## config.mk

```make
export PLATFORM = sky130hd
export DESIGN_NAME = vga_pattern_gen
export DESIGN_NICKNAME = d
export VERILOG_FILES = /design/src/rtl/vga_pkg.sv /design/src/rtl/vga_timing.sv /design/src/rtl/vga_pattern_gen.sv
export SDC_FILE = /design/constraint.sdc
export NUM_CORES = 1
export LEC_CHECK = 0
export ABC_AREA = 1
export BUFFER_PORTS_ARGS = -buffer_cell sky130_fd_sc_hd__buf_4
export CAP_MARGIN = 20
export CORE_MARGIN = 4
export CORE_UTILIZATION = 45
export DETAILED_ROUTE_END_ITERATION = 16
export PLACE_DENSITY = 0.69
export SKIP_CTS_REPAIR_TIMING = 1
export SYNTH_ARGS = -nofsm -noshare
export SYNTH_HDL_FRONTEND = slang
export SYNTH_SLANG_ARGS = --single-unit
```

## constraint.sdc

```tcl
create_clock -name clk_i -period 3.5 [get_ports clk_i]
set_input_delay 0 -clock clk_i [delete_from_list [all_inputs] [get_ports clk_i]]
set_output_delay 0 -clock clk_i [all_outputs]
set_load 0.05 [all_outputs]
```

## src/rtl/vga_pkg.sv

```systemverilog
// Shared mode encodings, 640x480@60 default timing and the box bounce step.
package vga_pkg;

    typedef enum logic [1:0] {
        MODE_SOLID   = 2'd0,
        MODE_BARS    = 2'd1,
        MODE_CHECKER = 2'd2,
        MODE_BOX     = 2'd3
    } mode_e;

    localparam int DEF_H_VISIBLE = 640;
    localparam int DEF_H_FRONT   = 16;
    localparam int DEF_H_SYNC    = 96;
    localparam int DEF_H_BACK    = 48;
    localparam int DEF_V_VISIBLE = 480;
    localparam int DEF_V_FRONT   = 10;
    localparam int DEF_V_SYNC    = 2;
    localparam int DEF_V_BACK    = 33;

    // Returns {dir, pos}; the boundary value is reached, then the next step reverses.
    function automatic logic [10:0] bounce(input logic [9:0] pos, input logic up,
                                           input logic [9:0] lim);
        if (up) return (pos >= lim) ? {1'b0, pos - 10'd1} : {1'b1, pos + 10'd1};
        else    return (pos == '0)  ? {1'b1, pos + 10'd1} : {1'b0, pos - 10'd1};
    endfunction

endpackage

```

## src/rtl/vga_timing.sv

```systemverilog
// Stage-0 raster counters with combinational sync/visible decode.
module vga_timing
    import vga_pkg::*;
#(
    parameter int H_VISIBLE = DEF_H_VISIBLE,
    parameter int H_FRONT   = DEF_H_FRONT,
    parameter int H_SYNC    = DEF_H_SYNC,
    parameter int H_BACK    = DEF_H_BACK,
    parameter int V_VISIBLE = DEF_V_VISIBLE,
    parameter int V_FRONT   = DEF_V_FRONT,
    parameter int V_SYNC    = DEF_V_SYNC,
    parameter int V_BACK    = DEF_V_BACK
) (
    input  logic       clk_i,
    input  logic       reset_ni,
    output logic [9:0] col_o,
    output logic [9:0] row_o,
    output logic       hact_o,
    output logic       vact_o,
    output logic       vis_o,
    output logic       frame_start_o
);
    localparam int H_TOTAL = H_VISIBLE + H_FRONT + H_SYNC + H_BACK;
    localparam int V_TOTAL = V_VISIBLE + V_FRONT + V_SYNC + V_BACK;
    localparam logic [9:0] HS_BEG = 10'(H_VISIBLE + H_FRONT);
    localparam logic [9:0] HS_END = 10'(H_VISIBLE + H_FRONT + H_SYNC);
    localparam logic [9:0] VS_BEG = 10'(V_VISIBLE + V_FRONT);
    localparam logic [9:0] VS_END = 10'(V_VISIBLE + V_FRONT + V_SYNC);

    logic [9:0] col_q, col_d, row_q, row_d;

    always_comb begin
        col_d = col_q + 10'd1;
        row_d = row_q;
        if (col_q == 10'(H_TOTAL - 1)) begin
            col_d = '0;
            row_d = (row_q == 10'(V_TOTAL - 1)) ? '0 : row_q + 10'd1;
        end
    end

    always_ff @(posedge clk_i or negedge reset_ni) begin
        if (!reset_ni) begin
            col_q <= '0;
            row_q <= '0;
        end else begin
            col_q <= col_d;
            row_q <= row_d;
        end
    end

    assign col_o         = col_q;
    assign row_o         = row_q;
    assign hact_o        = (col_q >= HS_BEG) && (col_q < HS_END);
    assign vact_o        = (row_q >= VS_BEG) && (row_q < VS_END);
    assign vis_o         = (col_q < 10'(H_VISIBLE)) && (row_q < 10'(V_VISIBLE));
    assign frame_start_o = (col_q == '0) && (row_q == '0);
endmodule

```

## src/rtl/vga_pattern_gen.sv

```systemverilog
// VGA timing plus multi-mode test pattern; every output registered once behind stage 0.
module vga_pattern_gen
    import vga_pkg::*;
#(
    parameter int COLOR_BITS  = 4,
    parameter int H_VISIBLE   = DEF_H_VISIBLE,
    parameter int H_FRONT     = DEF_H_FRONT,
    parameter int H_SYNC      = DEF_H_SYNC,
    parameter int H_BACK      = DEF_H_BACK,
    parameter int V_VISIBLE   = DEF_V_VISIBLE,
    parameter int V_FRONT     = DEF_V_FRONT,
    parameter int V_SYNC      = DEF_V_SYNC,
    parameter int V_BACK      = DEF_V_BACK,
    parameter bit SYNC_POL    = 1'b0,
    parameter int CHECK_SHIFT = 5,
    parameter int BOX_SIZE    = 32
) (
    input  logic                  clk_i,
    input  logic                  reset_ni,
    input  logic [1:0]            mode_i,
    output logic                  hsync_o,
    output logic                  vsync_o,
    output logic                  visible_o,
    output logic [9:0]            column_o,
    output logic [9:0]            row_o,
    output logic [COLOR_BITS-1:0] red_o,
    output logic [COLOR_BITS-1:0] green_o,
    output logic [COLOR_BITS-1:0] blue_o,
    output logic                  frame_start_o
);
    localparam int H_TOTAL = H_VISIBLE + H_FRONT + H_SYNC + H_BACK;
    localparam int BAR_W   = H_VISIBLE / 8;
    localparam logic [COLOR_BITS-1:0] F = '1;
    localparam logic [9:0] X_MAX = 10'(H_VISIBLE - BOX_SIZE);
    localparam logic [9:0] Y_MAX = 10'(V_VISIBLE - BOX_SIZE);

    logic [9:0] col, row;
    logic       hact, vact, vis, fs;

    vga_timing #(
        .H_VISIBLE(H_VISIBLE), .H_FRONT(H_FRONT), .H_SYNC(H_SYNC), .H_BACK(H_BACK),
        .V_VISIBLE(V_VISIBLE), .V_FRONT(V_FRONT), .V_SYNC(V_SYNC), .V_BACK(V_BACK)
    ) u_timing (
        .clk_i(clk_i), .reset_ni(reset_ni), .col_o(col), .row_o(row),
        .hact_o(hact), .vact_o(vact), .vis_o(vis), .frame_start_o(fs)
    );

    mode_e      mode_q, mode_d, cur_mode;
    logic [2:0] bar_q, bar_d;
    logic [9:0] bar_pos_q, bar_pos_d;
    logic [9:0] box_x_q, box_x_d, box_y_q, box_y_d;
    logic       dx_q, dx_d, dy_q, dy_d;
    logic       in_box;
    logic [COLOR_BITS-1:0] r_d, g_d, b_d;

    // The pixel at (0,0) already uses the freshly sampled mode.
    assign cur_mode = fs ? mode_e'(mode_i) : mode_q;
    assign mode_d   = cur_mode;
    assign in_box   = ({1'b0, col} >= {1'b0, box_x_q}) && ({1'b0, col} < {1'b0, box_x_q} + 11'(BOX_SIZE))
                   && ({1'b0, row} >= {1'b0, box_y_q}) && ({1'b0, row} < {1'b0, box_y_q} + 11'(BOX_SIZE));

    // bar_q/bar_pos_q track the stage-0 column, so they advance with it.
    always_comb begin
        bar_d     = bar_q;
        bar_pos_d = bar_pos_q + 10'd1;
        if (col == 10'(H_TOTAL - 1)) begin
            bar_d     = '0;
            bar_pos_d = '0;
        end else if (bar_pos_q == 10'(BAR_W - 1)) begin
            bar_d     = bar_q + 3'd1;
            bar_pos_d = '0;
        end
    end

    always_comb begin
        {dx_d, box_x_d} = {dx_q, box_x_q};
        {dy_d, box_y_d} = {dy_q, box_y_q};
        if (col == '0 && row == 10'(V_VISIBLE)) begin
            {dx_d, box_x_d} = bounce(box_x_q, dx_q, X_MAX);
            {dy_d, box_y_d} = bounce(box_y_q, dy_q, Y_MAX);
        end
    end

    always_comb begin
        r_d = '0;
        g_d = '0;
        b_d = '0;
        if (vis) begin
            unique case (cur_mode)
                MODE_SOLID:   {r_d, g_d, b_d} = {F, F, F};
                MODE_BARS:    {r_d, g_d, b_d} = {bar_q[2] ? F : '0, bar_q[1] ? F : '0, bar_q[0] ? F : '0};
                MODE_CHECKER: if (col[CHECK_SHIFT] ^ row[CHECK_SHIFT]) {r_d, g_d, b_d} = {F, F, F};
                MODE_BOX:     if (in_box) {r_d, g_d, b_d} = {F, F, F};
                default:      ;
            endcase
        end
    end

    always_ff @(posedge clk_i or negedge reset_ni) begin
        if (!reset_ni) begin
            mode_q        <= MODE_SOLID;
            bar_q         <= '0;
            bar_pos_q     <= '0;
            box_x_q       <= '0;
            box_y_q       <= '0;
            dx_q          <= 1'b1;
            dy_q          <= 1'b1;
            hsync_o       <= ~SYNC_POL;
            vsync_o       <= ~SYNC_POL;
            visible_o     <= 1'b0;
            column_o      <= '0;
            row_o         <= '0;
            red_o         <= '0;
            green_o       <= '0;
            blue_o        <= '0;
            frame_start_o <= 1'b0;
        end else begin
            mode_q        <= mode_d;
            bar_q         <= bar_d;
            bar_pos_q     <= bar_pos_d;
            box_x_q       <= box_x_d;
            box_y_q       <= box_y_d;
            dx_q          <= dx_d;
            dy_q          <= dy_d;
            hsync_o       <= hact ? SYNC_POL : ~SYNC_POL;
            vsync_o       <= vact ? SYNC_POL : ~SYNC_POL;
            visible_o     <= vis;
            column_o      <= col;
            row_o         <= row;
            red_o         <= r_d;
            green_o       <= g_d;
            blue_o        <= b_d;
            frame_start_o <= fs;
        end
    end
endmodule

```

==> results.yml <==
power_and_ir_drop:
  cellPowerDensity_nw_per_um2: 337
  combPwrFrac: 0.044
  p_switching_uw: 489
  power.switching_fraction: 0.239
  p_int_mw: 1.55
  p_leak_nw: 3.10
  power_frac_seq: 0.479
  irDropWorstVdd_mv: 0.205
  clock_power_share: 0.477
detailed_routing:
  vias_per_cell: 5.24
  drt_first_pass_iters: 5
  wire_per_inst_um: 14.5
  drt-initial-drc-count: 325
  post-route-drc-count: 0
  wirelength_um: 12200
  num_vias: 4380
  ant_nets: 0
timing:
  skew_ns: 0.0101
  fin_crit_sh: 0.653
  final.setup.tns_ns: 0
  setup_viol: 0
  worst_pin_slew_ns: 0.560
  finalHoldViolCount: 0
  slew_headroom: 0.627
  post-route-min-period_ns: 2.29
  slew_violations: 0
  clock.fmax_ghz: 0.437
  rsz0062_at_grt: "no"
logic_synthesis:
  synth_cells: 655
  netlist_area_um2: 5400
  synth_fp_nets: 703
  synth-main-ff-cell: "dfrtp_1"
  yosys_warnings: 0
  yosysTopAreaCell: "dfrtp_1"
  avgSynthCellArea_um2: 8.25
  synth_cell_types: 47
  yosys_register_bits: 84
  async_reset_ff_frac: 1.00
  synthTopCellsByArea: "dfrtp_1 37%, ha_1 10%, nand2_1 8.7%"
  netlist.area_leader.share: 0.370
  synth_edf_count: 0
  ys_seq_area_frac: 0.390
placed_design:
  detailed_place_hpwl_um: 9080
  io_buffers: 39
  routabilityCongestion: 0.860
critical_path:
  path_common_cell: "nand2_1"
  worst-r2r-setup-slack_ns: 1.21
  worst_path_max_delay_cell: "dfrtp_1"
  critical_path.max_fanout: 8
  critPathCapture: "green_o[2]"
  cp_cell_sequence: "ha_1, nand2_1, nor2_1, xor2_1, ha_1, inv_1, o21bai_1, nor2_1, nand2_1, nand2_1, nor2_1, nand2_1, nand2_1, nand2_1, a21oi_1"
  r2r-end: "green_o[2]"
  cp-startpoint: "box_x_q[5]"
  max_stage_delay_ns: 0.49
  worst-r2r-cell-count: 15
  r2r-start: "box_x_q[5]"
  critPathLaunchType: "flop"
  arrival_ns: 2.56
  worst_ep_required_time_ns: 3.77
  endpoint_kind: "flop"
  crit_type: "flop to flop"
floorplan:
  rows: 39
  die_height_um: 118
  initial_utilization: 0.467
  core_um2: 11600
  io_pins: 40
  die-area_um2: 13800
  die_w_um: 118
clocking:
  htree_levels: 3
  clock_path_buffers: 2
  clk_latency_ns: 0.35
  root_buffer: "clkbuf_16"
  cts_tree: "built"
  numCtsBuffers: 9
  clock-sinks: 84
  clk_pin_slew_ns: 0.06
global_route:
  grt_usage: 0.186
  grt_start_max_net_pins: 85
  overflow: 0
  grt_pass1_vias: 4257
  antenna_found_initial: 0
  grt_pass1_wl_um: 20900
cells_and_area:
  nets: 736
  num-fill-cells: 1092
  drive_above_1_share: 0.152
  syn_to_final_growth_pct: 12.1
  final_cell_mix: "125 x nand2_1, 82 x inv_1, 80 x dfrtp_1"
  multi_input_area_um2: 2790
  final_util: 0.524
  regArea_um2: 2110
  antenna_cells: 0
  final_common_cell: "nand2_1"
outcome:
  outcome: "complete, no violations"
job:
  cap_violations: 0
min_path:
  hp-class: "primary input to flop"
-- final cells by class --
class,instances,area share
Multi-Input combinational cell,458,0.460
Sequential cell,84,0.348
Inverter,94,0.0588
Timing Repair Buffer,41,0.0545
Clock buffer,9,0.0372
Tap cell,143,0.0295
Clock inverter,7,0.0124
-- flip-flops by register name (all words and copies together) (netlist names), 2 cells and up --
signal          count
column_o           10
bar_pos_q          10
box_y_q            10
row_o              10
box_x_q            10
u_timing.row_o     10
bar_q               3
mode_q              2
u_timing.col_o     10
-- power by group through the flow --
stage                     logic, mW  registers, mW  clock network (mW)
after detailed placement     0.0869          0.996                   0
after floorplan              0.0475           1.01                   0
after global placement       0.0858          0.996                   0
final                        0.0899          0.978               0.974
after CTS                    0.0871          0.978               0.998
after global routing         0.0972          0.978                1.04
-- worst min-delay path by stage --
| stage | startpoint | end | cells past startpoint |
|---|---|---|---|
| 3_3_place_gp | reset_ni | u_timing.col_o[2] | 1 |
| 6_report | mode_i[0] | mode_q[0] | 3 |
| 2_1_floorplan | reset_ni | bar_pos_q[0] | 0 |
| 5_1_grt | mode_i[1] | mode_q[1] | 3 |
| 4_1_cts | reset_ni | u_timing.col_o[2] | 1 |
| 3_5_place_dp | reset_ni | u_timing.col_o[0] | 1 |
-- logic make-up after synthesis --
group                      synth area share
xor gates and xnor gates             0.0519
DFF                                   0.390
AOI/OAI and AO/OA                    0.0746
and+or+nand+nor                       0.287
adders and majority gates             0.102
buffers and inverters                0.0945
-- Yosys cell counts (4+ instances only) --
master	count
inv_2	7
nor2_4	6
a21oi_1	30
nor2_1	68
dfrtp_1	80
xor2_1	29
o21ai_0	20
o211ai_1	5
inv_1	82
buf_6	5
buf_4	11
nor3_1	16
nand2_2	7
nand3_1	40
nand2_1	125
dfstp_2	4
ha_1	44
o21ai_1	5
nand4_1	16
-- worst max-delay path: cells and delay by family (launching register included) --
family,cells,cell delay [ns]
AOI/OAI and AO/OA,2,0.28
xor gates and xnor gates,1,0.18
adders and majority gates,2,0.50
buffers and inverters,1,0.05
DFF,1,0.49
and+or+nand+nor,9,0.72
-- per-layer routing --
layer,global-route usage,share of wire
met4,0.0872,0.029
met2,0.296,0.46
met3,0.0332,0.037
met5,0,0
met1,0.247,0.47
-- stage by stage --
stage / cell area, um^2 / hold slack (ns) / worst slack (ns) / power [mW] / std cells
after floorplan: 5400 / -0.296 / 1.55 / 1.05 / 655
after global placement: 5720 / 0.254 / 1.35 / 1.08 / 818
after detailed placement: 5720 / 0.262 / 1.24 / 1.08 / 818
after CTS: 6020 / -0.113 / 1.22 / 2.06 / 834
after global routing: 6060 / 0.0755 / 0.947 / 2.12 / 836
final: 6060 / 0.0405 / 1.21 / 2.04 / 836
No activity file was read; power rests on OpenSTA's default activity.
